--- config.mk ---
export PLATFORM = sky130hd
export DESIGN_NAME = fetch
export DESIGN_NICKNAME = d
export VERILOG_FILES = /design/src/rtl/common_pkg.sv /design/src/rtl/pipes_pkg.sv /design/src/rtl/fetch_buffer.sv /design/src/rtl/fetch.sv
export SDC_FILE = /design/constraint.sdc
export NUM_CORES = 1
export LEC_CHECK = 0
export ABC_AREA = 1
export CAP_MARGIN = 5
export CORE_MARGIN = 2
export CORE_UTILIZATION = 44
export DETAILED_ROUTE_END_ITERATION = 10
export GPL_TIMING_DRIVEN = 0
export MAX_ROUTING_LAYER = met4
export PLACE_DENSITY = 0.67
export SLEW_MARGIN = 10
export SYNTH_ARGS = -nofsm -noshare
export SYNTH_HDL_FRONTEND = slang
export SYNTH_SLANG_ARGS = --single-unit
--- constraint.sdc ---
create_clock -name clk -period 2.9 [get_ports clk]
set_clock_uncertainty 0.1 [all_clocks]
set_input_delay 0.58 -clock clk [delete_from_list [all_inputs] [get_ports clk]]
set_output_delay 0.58 -clock clk [all_outputs]
set_load 0.01 [all_outputs]
--- src/rtl/common_pkg.sv ---
// Shared front-end definitions: fetch FSM encoding and the default boot address.
package common;

   localparam logic [63:0] RESET_PC_DEFAULT = 64'h8000_0000;

   typedef enum logic [1:0] {
      ST_REQ  = 2'd0,
      ST_HOLD = 2'd1,
      ST_DROP = 2'd2
   } fetch_state_e;

endpackage

--- src/rtl/pipes_pkg.sv ---
// Inter-stage pipeline payloads; fetch_data_t is what fetch hands to decode.
package pipes;

   typedef struct packed {
      logic        valid;
      logic        bubble;
      logic [63:0] pc;
      logic [31:0] raw_instr;
      logic [31:0] iresp_data;
   } fetch_data_t;

   function automatic fetch_data_t fetch_bubble();
      fetch_data_t f;
      f        = '0;
      f.bubble = 1'b1;
      return f;
   endfunction

   function automatic fetch_data_t fetch_word(input logic [63:0] pc, input logic [31:0] instr);
      fetch_data_t f;
      f.valid      = 1'b1;
      f.bubble     = 1'b0;
      f.pc         = pc;
      f.raw_instr  = instr;
      f.iresp_data = instr;
      return f;
   endfunction

endpackage

--- src/rtl/fetch_buffer.sv ---
// One-entry holding slot for a word that returned while the pipeline was stalled.
module fetch_buffer (
   input  logic        clk_i,
   input  logic        rst_ni,
   input  logic        clr_i,
   input  logic        load_i,
   input  logic [63:0] pc_i,
   input  logic [31:0] instr_i,
   output logic [63:0] pc_o,
   output logic [31:0] instr_o
);

   logic [63:0] pc_q;
   logic [31:0] instr_q;

   always_ff @(posedge clk_i or negedge rst_ni) begin
      if (!rst_ni) begin
         pc_q    <= '0;
         instr_q <= '0;
      end else if (clr_i) begin
         pc_q    <= '0;
         instr_q <= '0;
      end else if (load_i) begin
         pc_q    <= pc_i;
         instr_q <= instr_i;
      end
   end

   assign pc_o    = pc_q;
   assign instr_o = instr_q;

endmodule

--- src/rtl/fetch.sv ---
// Instruction fetch stage: one outstanding bus request, stall buffering and
// redirect handling with stale-response dropping.
module fetch
   import common::*;
   import pipes::*;
#(
   parameter logic [63:0] RESET_PC = RESET_PC_DEFAULT
) (
   input  logic        clk,
   input  logic        reset,
   output logic        ireq_valid,
   output logic [63:0] ireq_addr,
   input  logic        iresp_data_ok,
   input  logic [31:0] iresp_data,
   input  logic        stall,
   input  logic        redirect,
   input  logic [63:0] redirect_pc,
   output fetch_data_t dataF
);

   fetch_state_e state_q;
   logic [63:0]  pc_q;
   logic [63:0]  tgt_q;
   logic         ireq_valid_q;
   fetch_data_t  dataF_q;

   logic         dok;
   logic         buf_load;
   logic         buf_clr;
   logic [63:0]  buf_pc;
   logic [31:0]  buf_instr;

   // A response only counts while our request is actually on the bus.
   always_comb begin
      dok      = iresp_data_ok & ireq_valid_q;
      buf_load = (state_q == ST_REQ) & dok & stall & ~redirect;
      buf_clr  = redirect | ((state_q == ST_HOLD) & ~stall);
   end

   fetch_buffer u_buf (
      .clk_i   (clk),
      .rst_ni  (reset),
      .clr_i   (buf_clr),
      .load_i  (buf_load),
      .pc_i    (pc_q),
      .instr_i (iresp_data),
      .pc_o    (buf_pc),
      .instr_o (buf_instr)
   );

   always_ff @(posedge clk or negedge reset) begin
      if (!reset) begin
         state_q      <= ST_REQ;
         pc_q         <= RESET_PC;
         tgt_q        <= '0;
         ireq_valid_q <= 1'b0;
         dataF_q      <= '0;
      end else if (redirect) begin
         dataF_q      <= fetch_bubble();
         ireq_valid_q <= 1'b1;
         case (state_q)
            ST_REQ: begin
               // With nothing in flight the target can be requested directly.
               if (dok || !ireq_valid_q) begin
                  pc_q <= redirect_pc;
               end else begin
                  state_q <= ST_DROP;
                  tgt_q   <= redirect_pc;
               end
            end
            ST_DROP: begin
               if (dok) begin
                  state_q <= ST_REQ;
                  pc_q    <= redirect_pc;
               end else begin
                  tgt_q <= redirect_pc;
               end
            end
            default: begin
               state_q <= ST_REQ;
               pc_q    <= redirect_pc;
            end
         endcase
      end else begin
         case (state_q)
            ST_REQ: begin
               if (dok && stall) begin
                  state_q      <= ST_HOLD;
                  pc_q         <= pc_q + 64'd4;
                  ireq_valid_q <= 1'b0;
               end else if (dok) begin
                  dataF_q      <= fetch_word(pc_q, iresp_data);
                  pc_q         <= pc_q + 64'd4;
                  ireq_valid_q <= 1'b1;
               end else begin
                  ireq_valid_q <= 1'b1;
                  if (!stall) dataF_q <= fetch_bubble();
               end
            end
            ST_HOLD: begin
               if (!stall) begin
                  dataF_q      <= fetch_word(buf_pc, buf_instr);
                  state_q      <= ST_REQ;
                  ireq_valid_q <= 1'b1;
               end
            end
            ST_DROP: begin
               if (!stall) dataF_q <= fetch_bubble();
               if (dok) begin
                  state_q <= ST_REQ;
                  pc_q    <= tgt_q;
               end
            end
            default: begin
               state_q      <= ST_REQ;
               ireq_valid_q <= 1'b0;
            end
         endcase
      end
   end

   assign ireq_valid = ireq_valid_q;
   assign ireq_addr  = pc_q;
   assign dataF      = dataF_q;

endmodule
==> qor.yml <==
status:
  status: "finished clean"
critical_path:
  critPathBufInv: 4
  cp-start-kind: "primary input"
  cp_slowest_cell: "clkbuf_1"
  arrival_ns: 3.14
  path_class: "in -> reg"
  cp.required_ns: 3.26
  end_kind: "flop"
  crit_top_cell: "o21ai_0"
  cpLargestDelayFamily: "buffers and inverters"
  crit_chain: "clkdlybuf4s50_1 > inv_2 > buf_2 > clkbuf_1 > o21ai_0 > a31oi_1 > o21ai_0"
  crit_fanout: 10
  slowest_delay_ns: 0.72
routing:
  wl_met1_um: 35400
  wl_per_cell_um: 21.2
  wl_met3_um: 5610
  post-route-drc-count: 0
  wl_met2_um: 39400
  detail-route-antenna-nets: 0
  top_layer: "met4"
  totalWireLength_um: 84200
  vias_per_cell: 5.58
  dr.pass1.iters: 8
  drt_iter0_drc: 2177
  vias: 22200
grt:
  grt_max_degree: 104
  antenna_found_initial: 2
  grt_pass1_wl_um: 127000
  grt_pass1_vias: 21600
  overflow: 0
  grt_usage_pct: 35.8
sta:
  drv_slew: 0
  rsz0062_at_grt: "false"
  relSlewSlack_pct: 39.6
  worst_slack_ns: 0.128
  fin_crit_ns: 2.77
  setup_viol: 0
  max_freq_ghz: 0.361
  hold_viol_final: 0
  min_period_over_period_pct: 95.6
  tightest_slew_ns: 0.906
place:
  dp_hpwl_um: 64800
  placed_cell_area_mm2: 0.0243
  place_inst: 3897
  dp_slack_ns: -0.347
  gp_congestion: 0.961
  io_buffers: 295
pwr:
  powerDensity_mw_per_mm2: 1080
  p_total_mw: 28.0
  power_leakage_nw: 11.7
  ir_drop_mv: 0.601
synthesis:
  synth-edff-count: 0
  synth-seq-cells: 357
  syn_inst: 2992
  syn_area_per_cell_um2: 6.86
  yosys-top-cells-area: "dfrtp_1 (43%), nand2_1 (19%), o21ai_0 (13%), nor2_1 (4.7%), nand3_1 (4.0%)"
  ys_async_sr_fraction_pct: 100
  synth_warnings: 0
  syn_nets: 3097
  ys_types: 38
  yosysSeqAreaShare_pct: 43.5
  synth_top_area_share_pct: 43.4
  synth_flop_cell: "dfrtp_1"
  yosys.area.top_type: "dfrtp_1"
  syn_area_mm2: 0.0205
cts:
  root_buffer: "clkbuf_16"
  worstSkewPairLatency_ns: 0.60
  cts.sink_count: 357
  h-tree-depth: 2
  cts_tree: "yes"
  cts_buffers: 43
  cts.clk_slew.worst_paths_ns: 0.06
  cts_resized: 0
  cts.path.max_buffers: 3
final_layout:
  fin_cells: 3976
  final_core_util_pct: 55.9
  synthToLayoutAreaGrowth_pct: 26.0
  register_area_mm2: 0.00893
  antenna_cells: 0
  multiInputGateArea_mm2: 0.0100
  finalNetCount: 3441
  fill_cells: 4545
  design_area_mm2: 0.0258
  layout-drive-gt1-share_pct: 6.14
die:
  die_w_um: 220
  io_pins: 296
  start_util_pct: 44.4
  rows: 79
  core-area_mm2: 0.0463
  die_height_um: 220
  die_area_mm2: 0.0484
run:
  drv_cap: 0
worst_hold_path:
  min_path_type: "reg -> reg"
through the flow:
stage               setup TNS [ns]  hold slack (ns)
floorplan                        0            0.184
global placement          -5289.35            0.366
detailed placement          -20.22            0.374
CTS                              0            0.388
global route                     0            0.408
finish                           0            0.385
cells in the mapped netlist (all sizes together) (6+ instances only):
library cell and number:
clkbuf 86, mux2 22, nand4 9, nor2 266
nand3 167, nand2 1028, o21ai 600, nor3 6
a21oi 121, inv 181, buf 108, a22oi 6
dfrtp 356, o211ai 8
repair_timing:
item | 4_1_cts | 5_1_grt
hold endpoints to repair | 65 | 0
hold buffers | 1 | 0
setup buffers | 0 | 0
final timing paths:
check,from,to,slack (ns),cells past startpoint
worst max-delay path,redirect,ireq_addr[14],0.13,7
worst min-delay path,tgt_q[7],tgt_q[7],0.39,2
worst max register to register,state_q[0],tgt_q[6],0.14,9
worst min register to register,tgt_q[7],tgt_q[7],0.39,2
max in group asynchronous,reset,tgt_q[37],1.28,3
min in group asynchronous,reset,dataF[53],0.45,2
cells in the final DEF, fill, tap and decap left out, types with 7 or more instances in the layout:
master	synthesis	layout
a21oi_1	120	120
buf_1	27	27
buf_2	67	67
buf_4	13	13
clkbuf_1	84	89
clkbuf_16	0	43
clkbuf_8	0	13
clkdlybuf4s50_1	0	294
clkinv_2	0	7
dfrtp_1	356	356
inv_1	175	175
mux2_2	22	22
nand2_1	1024	1024
nand3_1	165	165
nand4_1	9	9
nor2_1	257	257
o211ai_1	7	7
o21ai_0	538	538
o21ai_1	62	62
state kept, by name, indices dropped and copies added (netlist names):
signal	cells
u_buf.pc_o	64
state_q	2
u_buf.instr_o	32
dataF	130
tgt_q	64
ireq_valid	1
ireq_addr	64
worst reg2reg max path, stage by stage (launching register included):
cell	delay [ns]
dfrtp_1	0.39
inv_1	0.11
ha_1	0.29
inv_2	0.14
buf_2	0.23
o211ai_2	0.60
buf_4	0.35
buf_2	0.27
nand2_1	0.09
o21ai_0	0.09
cell families after synthesis:
| kind of cell | Yosys count | synth area share (%) |
|---|---|---|
| AOI/OAI and AO/OA | 749 | 18.6 |
| and+or+nand+nor | 1480 | 28.6 |
| DFF | 357 | 43.5 |
| adders and majority gates | 4 | 0.244 |
| muxes | 22 | 1.21 |
| xor gates and xnor gates | 5 | 0.213 |
| buffers and inverters | 375 | 7.56 |
power by group:
group	switching (mW)	internal, mW
clock network	2.33	3.59
registers	1.90	6.65
logic	8.56	4.93
metal layers:
metal / vias up / track usage, %
li1: 10400 / -
met5: - / -
met3: 204 / 4.80
met1: 10600 / 45.6
met2: 990 / 57.6
met4: 0 / 14.7
cell type report:
type,instances,area share [%]
Clock inverter,17,0.963
Buffer,194,3.37
Clock buffer,61,4.93
Timing Repair Buffer,299,11.8
Tap cell,607,2.94
Inverter,181,2.63
Sequential cell,357,34.6
Multi-Input combinational cell,2260,38.8
No activity file was read; power rests on OpenSTA's default activity.
